`config.mk`:
```
export PLATFORM = sky130hd
export DESIGN_NAME = opb_apb_bridge_mc_flat
export DESIGN_NICKNAME = d
export VERILOG_FILES = /design/src/rtl/opb_apb_bridge_mc_if.sv /design/src/rtl/opb_apb_bridge_mc.sv /design/src/flat_wrapper.sv
export SDC_FILE = /design/constraint.sdc
export NUM_CORES = 1
export LEC_CHECK = 0
export CAP_MARGIN = 10
export CORE_MARGIN = 2
export CORE_UTILIZATION = 33
export DETAILED_ROUTE_END_ITERATION = 8
export HOLD_SLACK_MARGIN = 0.03
export PLACE_DENSITY = 0.77
export SLEW_MARGIN = 30
export SYNTH_ARGS = -nofsm -noshare
export SYNTH_HDL_FRONTEND = slang
export SYNTH_SLANG_ARGS = --single-unit
```
`constraint.sdc`:
```
create_clock -name OPB_CLK -period 2.2 [get_ports OPB_CLK]
set_clock_uncertainty 0.1 [all_clocks]
set_input_delay 0.44 -clock OPB_CLK [delete_from_list [all_inputs] [get_ports OPB_CLK]]
set_output_delay 0.44 -clock OPB_CLK [all_outputs]
set_load 0.02 [all_outputs]
```
`src/rtl/opb_apb_bridge_mc_if.sv`:
```
// OPB request/response and APB master signal bundle for opb_apb_bridge_mc.
// The bridge takes the slave modport; the environment (OPB master + APB slaves) takes master.
interface opb_apb_bridge_mc_if #(
    parameter int ADDR_W  = 11,
    parameter int DATA_W  = 32,
    parameter int NUM_SLV = 4
);
    logic [31:0]             OPB_ADDR;
    logic [DATA_W-1:0]       OPB_DI;
    logic                    OPB_WE;
    logic                    OPB_RE;
    logic [DATA_W-1:0]       OPB_DO;
    logic                    OPB_ACK;
    logic                    OPB_ERR;
    logic                    OPB_BUSY;
    logic                    OPB_OVR;

    logic [NUM_SLV-1:0]        psel;
    logic [ADDR_W-1:0]         paddr;
    logic [DATA_W-1:0]         pwdata;
    logic                      pwrite;
    logic                      penable;
    logic [NUM_SLV*DATA_W-1:0] prdata;
    logic [NUM_SLV-1:0]        pready;
    logic [NUM_SLV-1:0]        pslverr;

    modport slave (
        input  OPB_ADDR, OPB_DI, OPB_WE, OPB_RE,
        output OPB_DO, OPB_ACK, OPB_ERR, OPB_BUSY, OPB_OVR,
        output psel, paddr, pwdata, pwrite, penable,
        input  prdata, pready, pslverr
    );

    modport master (
        output OPB_ADDR, OPB_DI, OPB_WE, OPB_RE,
        input  OPB_DO, OPB_ACK, OPB_ERR, OPB_BUSY, OPB_OVR,
        input  psel, paddr, pwdata, pwrite, penable,
        output prdata, pready, pslverr
    );
endinterface

```
`src/rtl/opb_apb_bridge_mc.sv`:
```
// OPB-to-APB bridge fanning one OPB request out to one of NUM_SLV APB slaves,
// with PREADY wait states, PSLVERR, decode error and ACCESS timeout.
module opb_apb_bridge_mc #(
    parameter int ADDR_W  = 11,
    parameter int DATA_W  = 32,
    parameter int NUM_SLV = 4,
    parameter int SEL_LSB = 11,
    parameter int TIMEOUT = 255
) (
    input  logic               OPB_CLK,
    input  logic               OPB_RST,
    opb_apb_bridge_mc_if.slave bus
);
    localparam int SEL_W = (NUM_SLV > 1) ? $clog2(NUM_SLV) : 1;
    localparam int CNT_W = (TIMEOUT > 0) ? $clog2(TIMEOUT + 1) : 1;

    typedef enum logic [1:0] {IDLE, SETUP, ACCESS, DECERR} state_t;

    state_t             state_q, state_d;
    logic [SEL_W-1:0]   idx_q, idx_d;
    logic [CNT_W-1:0]   cnt_q, cnt_d;
    logic [NUM_SLV-1:0] psel_q, psel_d;
    logic [ADDR_W-1:0]  paddr_q, paddr_d;
    logic [DATA_W-1:0]  pwdata_q, pwdata_d;
    logic               pwrite_q, pwrite_d;
    logic               penable_q, penable_d;
    logic [DATA_W-1:0]  do_q, do_d;
    logic               ack_q, ack_d;
    logic               err_q, err_d;
    logic               ovr_q, ovr_d;

    logic               req;
    logic [SEL_W-1:0]   req_sel;
    logic               dec_ok;
    logic               sel_rdy;
    logic               sel_err;
    logic [DATA_W-1:0]  sel_rdata;
    logic               timeout_hit;
    logic               unused_addr;

    assign req         = bus.OPB_WE | bus.OPB_RE;
    assign req_sel     = bus.OPB_ADDR[SEL_LSB +: SEL_W];
    assign unused_addr = ^bus.OPB_ADDR;
    // Abort on the cycle whose increment would make the counter reach TIMEOUT.
    assign timeout_hit = (TIMEOUT != 0) && ((int'(cnt_q) + 1) == TIMEOUT);

    // Per-slave response mux; an out-of-range index simply selects nothing.
    always_comb begin
        dec_ok    = 1'b0;
        sel_rdy   = 1'b0;
        sel_err   = 1'b0;
        sel_rdata = '0;
        for (int i = 0; i < NUM_SLV; i++) begin
            if (req_sel == SEL_W'(i)) dec_ok = 1'b1;
            if (idx_q == SEL_W'(i)) begin
                sel_rdy   = bus.pready[i];
                sel_err   = bus.pslverr[i];
                sel_rdata = bus.prdata[i*DATA_W +: DATA_W];
            end
        end
    end

    // NOTE: every _d gets a default first so no path through the case infers a latch.
    always_comb begin
        state_d   = state_q;
        idx_d     = idx_q;
        cnt_d     = cnt_q;
        psel_d    = psel_q;
        paddr_d   = paddr_q;
        pwdata_d  = pwdata_q;
        pwrite_d  = pwrite_q;
        penable_d = penable_q;
        do_d      = do_q;
        ack_d     = 1'b0;
        err_d     = 1'b0;
        ovr_d     = ovr_q | (req && (state_q != IDLE));

        unique case (state_q)
            IDLE: begin
                if (req) begin
                    paddr_d  = bus.OPB_ADDR[ADDR_W-1:0];
                    pwdata_d = bus.OPB_DI;
                    pwrite_d = bus.OPB_WE;
                    idx_d    = req_sel;
                    if (dec_ok) begin
                        for (int i = 0; i < NUM_SLV; i++) psel_d[i] = (req_sel == SEL_W'(i));
                        state_d = SETUP;
                    end else begin
                        state_d = DECERR;
                    end
                end
            end
            SETUP: begin
                penable_d = 1'b1;
                state_d   = ACCESS;
            end
            ACCESS: begin
                if (sel_rdy || timeout_hit) begin
                    state_d   = IDLE;
                    psel_d    = '0;
                    penable_d = 1'b0;
                    pwrite_d  = 1'b0;
                    cnt_d     = '0;
                    ack_d     = 1'b1;
                    err_d     = sel_rdy ? sel_err : 1'b1;
                    if (!pwrite_q) do_d = sel_rdy ? sel_rdata : '1;
                end else begin
                    cnt_d = cnt_q + 1'b1;
                end
            end
            DECERR: begin
                state_d  = IDLE;
                pwrite_d = 1'b0;
                ack_d    = 1'b1;
                err_d    = 1'b1;
                if (!pwrite_q) do_d = '0;
            end
            default: state_d = IDLE;
        endcase
    end

    // NOTE: registered state uses non-blocking assignments so all flops update together.
    always_ff @(posedge OPB_CLK) begin
        if (OPB_RST) begin
            state_q   <= IDLE;
            idx_q     <= '0;
            cnt_q     <= '0;
            psel_q    <= '0;
            paddr_q   <= '0;
            pwdata_q  <= '0;
            pwrite_q  <= 1'b0;
            penable_q <= 1'b0;
            do_q      <= '0;
            ack_q     <= 1'b0;
            err_q     <= 1'b0;
            ovr_q     <= 1'b0;
        end else begin
            state_q   <= state_d;
            idx_q     <= idx_d;
            cnt_q     <= cnt_d;
            psel_q    <= psel_d;
            paddr_q   <= paddr_d;
            pwdata_q  <= pwdata_d;
            pwrite_q  <= pwrite_d;
            penable_q <= penable_d;
            do_q      <= do_d;
            ack_q     <= ack_d;
            err_q     <= err_d;
            ovr_q     <= ovr_d;
        end
    end

    assign bus.psel     = psel_q;
    assign bus.paddr    = paddr_q;
    assign bus.pwdata   = pwdata_q;
    assign bus.pwrite   = pwrite_q;
    assign bus.penable  = penable_q;
    assign bus.OPB_DO   = do_q;
    assign bus.OPB_ACK  = ack_q;
    assign bus.OPB_ERR  = err_q;
    assign bus.OPB_BUSY = (state_q != IDLE);
    assign bus.OPB_OVR  = ovr_q;
endmodule

```
`src/flat_wrapper.sv`:
```
// flat-port wrapper written by rule: the top's interface ports become plain ports
module opb_apb_bridge_mc_flat 
#(
    parameter int ADDR_W  = 11,
    parameter int DATA_W  = 32,
    parameter int NUM_SLV = 4,
    parameter int SEL_LSB = 11,
    parameter int TIMEOUT = 255
)
  (OPB_CLK, OPB_RST, bus_OPB_ADDR, bus_OPB_DI, bus_OPB_WE, bus_OPB_RE, bus_OPB_DO, bus_OPB_ACK, bus_OPB_ERR, bus_OPB_BUSY, bus_OPB_OVR, bus_psel, bus_paddr, bus_pwdata, bus_pwrite, bus_penable, bus_prdata, bus_pready, bus_pslverr);
  opb_apb_bridge_mc_if #(.ADDR_W(ADDR_W), .DATA_W(DATA_W), .NUM_SLV(NUM_SLV)) bus_i ();
  input  logic OPB_CLK;
  input  logic OPB_RST;
  input wire logic [$bits(bus_i.OPB_ADDR)-1:0] bus_OPB_ADDR;
  input wire logic [$bits(bus_i.OPB_DI)-1:0] bus_OPB_DI;
  input wire logic [$bits(bus_i.OPB_WE)-1:0] bus_OPB_WE;
  input wire logic [$bits(bus_i.OPB_RE)-1:0] bus_OPB_RE;
  output wire logic [$bits(bus_i.OPB_DO)-1:0] bus_OPB_DO;
  output wire logic [$bits(bus_i.OPB_ACK)-1:0] bus_OPB_ACK;
  output wire logic [$bits(bus_i.OPB_ERR)-1:0] bus_OPB_ERR;
  output wire logic [$bits(bus_i.OPB_BUSY)-1:0] bus_OPB_BUSY;
  output wire logic [$bits(bus_i.OPB_OVR)-1:0] bus_OPB_OVR;
  output wire logic [$bits(bus_i.psel)-1:0] bus_psel;
  output wire logic [$bits(bus_i.paddr)-1:0] bus_paddr;
  output wire logic [$bits(bus_i.pwdata)-1:0] bus_pwdata;
  output wire logic [$bits(bus_i.pwrite)-1:0] bus_pwrite;
  output wire logic [$bits(bus_i.penable)-1:0] bus_penable;
  input wire logic [$bits(bus_i.prdata)-1:0] bus_prdata;
  input wire logic [$bits(bus_i.pready)-1:0] bus_pready;
  input wire logic [$bits(bus_i.pslverr)-1:0] bus_pslverr;
  assign bus_i.OPB_ADDR = bus_OPB_ADDR;
  assign bus_i.OPB_DI = bus_OPB_DI;
  assign bus_i.OPB_WE = bus_OPB_WE;
  assign bus_i.OPB_RE = bus_OPB_RE;
  assign bus_OPB_DO = bus_i.OPB_DO;
  assign bus_OPB_ACK = bus_i.OPB_ACK;
  assign bus_OPB_ERR = bus_i.OPB_ERR;
  assign bus_OPB_BUSY = bus_i.OPB_BUSY;
  assign bus_OPB_OVR = bus_i.OPB_OVR;
  assign bus_psel = bus_i.psel;
  assign bus_paddr = bus_i.paddr;
  assign bus_pwdata = bus_i.pwdata;
  assign bus_pwrite = bus_i.pwrite;
  assign bus_penable = bus_i.penable;
  assign bus_i.prdata = bus_prdata;
  assign bus_i.pready = bus_pready;
  assign bus_i.pslverr = bus_pslverr;
  opb_apb_bridge_mc #(.ADDR_W(ADDR_W), .DATA_W(DATA_W), .NUM_SLV(NUM_SLV), .SEL_LSB(SEL_LSB), .TIMEOUT(TIMEOUT)) u_core (.OPB_CLK(OPB_CLK), .OPB_RST(OPB_RST), .bus(bus_i));
endmodule
```
# ---- After elaboration in Yosys (flattened, before gate mapping)
# Index checks and enable logic that the tools add are counted.
dict set report totals {
  regBits 96
  in_bits 204
  out_inout_bits 85
  elab_cells 86
}
dict set report op_classes {
  add_sub_neg 2
  n_eq_ne 15
  mux 39
  n_bitwise 2
  reduce_logical 16
}
# cell count
set ops {}
lappend ops {{32-bit two-way mux} 8}
lappend ops {{32-bit case mux with 2 select lines} 1}
lappend ops {{32-bit by 9-bit == test with 1-bit output, second input constant} 1}
lappend ops {{1-bit two-way mux} 17}
lappend ops {{2-bit == test, second input constant} 6}
lappend ops {{4-bit two-way mux} 3}
lappend ops {{8-bit by 1-bit adder with 9-bit output, second input constant} 1}
lappend ops {{8-bit by 1-bit adder with 8-bit output, second input constant} 1}
lappend ops {{8-bit two-way mux} 1}
lappend ops {{2-bit case mux with 4 select lines} 1}
lappend ops {{4-bit case mux with 2 select lines} 1}
lappend ops {{4-bit AND reduction} 2}
lappend ops {{2-bit nonzero test} 4}
lappend ops {{2-bit by 1-bit == test with 1-bit output, second input constant} 3}
lappend ops {{2-bit zero test} 3}
lappend ops {{2-bit two-way mux} 3}
lappend ops {{2-bit by 1-bit inequality test with 1-bit output, second input constant} 3}
lappend ops {{1-bit case mux with 2 select lines} 3}
lappend ops {{2-bit AND reduction} 3}
lappend ops {{2-bit inequality test, second input constant} 2}
lappend ops {{1-bit case mux with 3 select lines} 1}
lappend ops {{3-bit AND reduction} 1}
lappend ops {{3-bit nonzero test} 1}
lappend ops {{1-bit OR} 2}
lappend ops {{2 further kinds} 2}

# ---- Longest topological paths before layout
dict set report depth {
  word_depth 9
  mapped_depth 9
  mapped_depth_nobuf 7
}

# ---- Worst setup path before layout
# OpenSTA, ideal clock, no wires.
dict set report synth_path {
  path_kind {reg2reg}
  startpoint {register u_core.cnt_q[0]}
  endpoint {register u_core.do_q[17] (netlist: u_core.bus.OPB_DO[17])}
  setup_time_ps 68
  t_arrival_ps 2131
  required_ps 2032
  slack_ps -98
  stages_incl_launch_ff 9
  path_buffers 2
  period_less_slack_ps 2298
  cell_sequence {dfxtp_1 ha_1 xnor2_1 or3_1 o21a_1 or4_4 buf_6 buf_6 o2bb2ai_2}
}
dict set report synth_via {
  elab_chain_cells 5
}
# element line_no
set synth_lines {}
lappend synth_lines {{start: declaration} opb_apb_bridge_mc.sv:21} ;# logic [CNT_W-1:0] cnt_q, cnt_d;
lappend synth_lines {{start signal: assignment} opb_apb_bridge_mc.sv:140} ;# cnt_q <= cnt_d;
lappend synth_lines {{8-bit by 1-bit adder with 9-bit output} opb_apb_bridge_mc.sv:45} ;# assign timeout_hit = (TIMEOUT != 0) && ((int'(cnt_q) + 1) == TIMEOUT);
lappend synth_lines {{32-bit by 9-bit == test with 1-bit output} opb_apb_bridge_mc.sv:45}
lappend synth_lines {{1-bit logical OR} opb_apb_bridge_mc.sv:98} ;# if (sel_rdy || timeout_hit) begin
lappend synth_lines {{2-bit by 1-bit inequality test with 1-bit output (no line)} --}
lappend synth_lines {{4-bit AND reduction (no line)} --}
lappend synth_lines {{end signal: assignment} opb_apb_bridge_mc.sv:146} ;# do_q <= do_d;
lappend synth_lines {{end: declaration} opb_apb_bridge_mc.sv:27} ;# logic [DATA_W-1:0] do_q, do_d;
# Every way passes these cells.
# A chain may end at the register's enable or synchronous reset.

# ---- Final worst setup path
dict set report layout_path {
  startpoint {register u_core.cnt_q[0]}
  endpoint {register u_core.do_q[2] (netlist: u_core.bus.OPB_DO[2])}
}
# Same word-level chain as after synthesis.

==> impl_metrics.env <==
export IMPL_grt_pass1_vias=4787
export IMPL_async_flop_share=0
export IMPL_cts_tree="built"
export IMPL_ir_drop_v=0.000474
export IMPL_violations="negative setup slack"
export IMPL_grt_ovfl_total=0
export IMPL_syn_nets=671
export IMPL_fin_crit_sh=1.01
export IMPL_p_per_area_mw_per_mm2=623
export IMPL_cp_required_ns=2.37
export IMPL_p_leak_nw=2.87
export IMPL_min_path_type="primary input to flip-flop"
export IMPL_criticalPathCategory="flip-flop to flip-flop"
export IMPL_drive_gt1_frac=0.159
export IMPL_finalHoldViolCount=0
export IMPL_nets=935
export IMPL_viasPerCell=5.03
export IMPL_clk_insertion_delay_late_ns=0.34
export IMPL_die_y_um=121
export IMPL_synth_top_family_by_area="compound AO/OA/AOI/OAI gates"
export IMPL_critPathCaptureType="flip-flop"
export IMPL_synthMuxAreaShare=0.172
export IMPL_finalCriticalPeriod_ns=2.22
export IMPL_cp_slowest_stage_delay_ns=0.49
export IMPL_synth_cell_types=37
export IMPL_root_buffer="clkbuf_16"
export IMPL_ys_flop_type="dfxtp_1"
export IMPL_clk_pin_slew_ns=0.07
export IMPL_max_slew_worst_pin_slew_ns=0.499
export IMPL_yosys_top_cells_area="dfxtp_1 (43%), mux4_2 (17%), nand2_1 (8.7%)"
export IMPL_die_w_um=121
export IMPL_cp_arrival_ns=2.39
export IMPL_htreeDepth=3
export IMPL_ys_seq_area_frac=0.428
export IMPL_synth_edf_count=0
export IMPL_finalSetupViolCount=6
export IMPL_grt_usage=0.205
export IMPL_area_growth_pct=78.1
export IMPL_synthXorXnorAreaFrac=0.00390
export IMPL_worst_slack_ns=-0.0175
export IMPL_synthSimpleGateAreaFrac=0.168
export IMPL_slew_limit_headroom=0.667
export IMPL_drt_iter0_markers=193
export IMPL_num_rows=42
export IMPL_rsz0062_at_grt="true"
export IMPL_cts_sinks=96
export IMPL_synth_common_cells="nand2_1 (104), dfxtp_1 (96), a21oi_1 (50)"
export IMPL_yosys_area_top_type="dfxtp_1"
export IMPL_place_inst=891
export IMPL_synth_seq_cells=96
export IMPL_hpwlAfterDp_mm=11.7
export IMPL_drv_cap=0
export IMPL_final_setup_tns_ns=-0.0560
export IMPL_initial_utilization=0.338
export IMPL_numCtsBuffers=9
export IMPL_critPathMaxFanout=8
export IMPL_antenna_found_initial=0
export IMPL_cts_buffer_depth=2
export IMPL_numPortBuffers=269
export IMPL_ctsHoldBuffers=0
export IMPL_instances_no_fill=910
export IMPL_synthAdderAreaFrac=0.00557
export IMPL_grt_pass1_wl_mm=23.4
export IMPL_coreArea_mm2=0.0133
export IMPL_route_vias_total=4574
export IMPL_insertedDiodeCount=0
export IMPL_drc=0
export IMPL_synth_top_area_frac=0.428
export IMPL_syn_area_mm2=0.00449
export IMPL_n_fill_cell=1127
export IMPL_synth_most_common_cell="nand2_1"
export IMPL_place_congestion=0.863
export IMPL_die_area_mm2=0.0146
export IMPL_syn_area_per_cell_um2=9.67
export IMPL_netlist_instances=465
export IMPL_grt_max_degree=49
export IMPL_crit_chain="inv_4, ha_4, nand3_2, or3_4, o21a_1, or4_4, clkbuf_16, o2bb2ai_2"
export IMPL_routedWlPerCell_um=17.5
export IMPL_ios=289
export IMPL_wl_mm=15.9
export IMPL_ant_nets=0
export IMPL_cp_start_kind="flip-flop"
export IMPL_firstDrtPassIters=6
export IMPL_cpMaxStageDelayCell="or4_4"
export IMPL_drv_slew=0
export IMPL_synth_compound_area_frac=0.178
export IMPL_ys_warn_count=0
export IMPL_status="finished with violations"
export IMPL_max_freq_mhz=451
[through the flow]
stage,hold slack (ns),utilization,cell area [µm²],power [mW],worst slack (ns)
final,0.346,0.602,8010,4.98,-0.0175
after global placement,0.338,0.560,7450,3.35,-0.208
after CTS,0.338,0.585,7780,5.00,0.00772
after detailed placement,0.347,0.560,7450,3.38,-0.255
after floorplan,0.355,-,4510,2.63,0.00347
after global routing,0.375,0.602,8010,5.21,-0.0751
[worst max-delay path: cells and delay by family (launching register included)]
kind / cells / cell delay (ns)
AND/OR/NAND/NOR: 3 / 0.91
flip-flops: 1 / 0.37
AO/OA/AOI/OAI: 2 / 0.34
buffers and inverters: 2 / 0.29
adder cells (fa/ha/maj): 1 / 0.13
[registers in the layout, summed over array words and instances, names as in the netlist]
name / count
u_core.bus.OPB_OVR: 1
u_core.bus.OPB_DO: 32
u_core.bus.paddr: 11
u_core.bus.pwdata: 32
u_core.state_q: 2
u_core.bus.pwrite: 1
u_core.bus.OPB_ERR: 1
u_core.bus.OPB_ACK: 1
u_core.bus.penable: 1
u_core.cnt_q: 8
u_core.bus.psel: 4
u_core.idx_q: 2
[timing repair]
action | in CTS | in global routing
endpoints found under the setup margin | 31 | 37
pin swaps | 1 | 6
gates resized for setup | 2 | 27
setup buffers | 0 | 1
gates cloned | 1 | 1
[placed cells by master, fill, tap and decap left out, types with 2 or more instances in the layout]
cell / n
o2bb2ai_4: 8
nor2_1: 46
or4_1: 3
nand2_1: 104
buf_4: 18
dfxtp_1: 91
mux2i_1: 2
nand4b_1: 2
clkbuf_16: 10
inv_1: 3
ha_4: 2
inv_6: 2
nor2b_1: 2
and3_1: 3
a22oi_1: 2
mux4_2: 33
buf_12: 3
o21ai_0: 10
clkinvlp_4: 2
nor4_1: 2
dfxtp_2: 4
nand2b_1: 4
nand3_1: 9
o2bb2ai_2: 23
clkdlybuf4s50_1: 267
o2bb2ai_1: 2
a21oi_1: 50
a31oi_1: 5
[kinds of logic after synthesis]
group	Yosys count
fa+ha+maj	2
flops	96
simple gates	181
mux	36
buf+inv	43
xor+xnor	2
compound gates	105
[layer usage]
metal	wire (µm)	up-vias	share of wire	global-route usage
li1	-	2180	-	-
met1	5780	2157	0.36	0.208
met2	8280	212	0.52	0.379
met3	1520	25	0.096	0.0840
met4	305	0	0.019	0.0640
met5	0	-	0	0
[final timing paths]
| kind | endpoint | from | cells after the start | slack [ns] |
|---|---|---|---|---|
| worst max-delay path | u_core.bus.OPB_DO[2] | u_core.cnt_q[0] | 8 | -0.02 |
| worst min-delay path | u_core.bus.OPB_ACK | OPB_RST | 3 | 0.35 |
| worst max register to register | u_core.bus.OPB_DO[2] | u_core.cnt_q[0] | 8 | -0.02 |
| worst min register to register | u_core.bus.penable | u_core.bus.penable | 2 | 0.35 |
[area by class of cell]
cell class              instances  area (µm²)  share of cell area
inverters                       4        17.5             0.00219
multi-input cells             326        2590               0.324
flip-flops and latches         96        1930               0.241
repair buffers                292        2940               0.367
clock buffers                  11         243              0.0303
well taps                     176         220              0.0275
clock inverters                 5        62.6             0.00781
[where the power goes]
group          internal (mW)  switching, mW  total [mW]
Combinational          0.787          0.659        1.45
Clock                  0.921          0.677        1.60
Sequential              1.86         0.0820        1.94
Power figures use the tool's default switching activity.
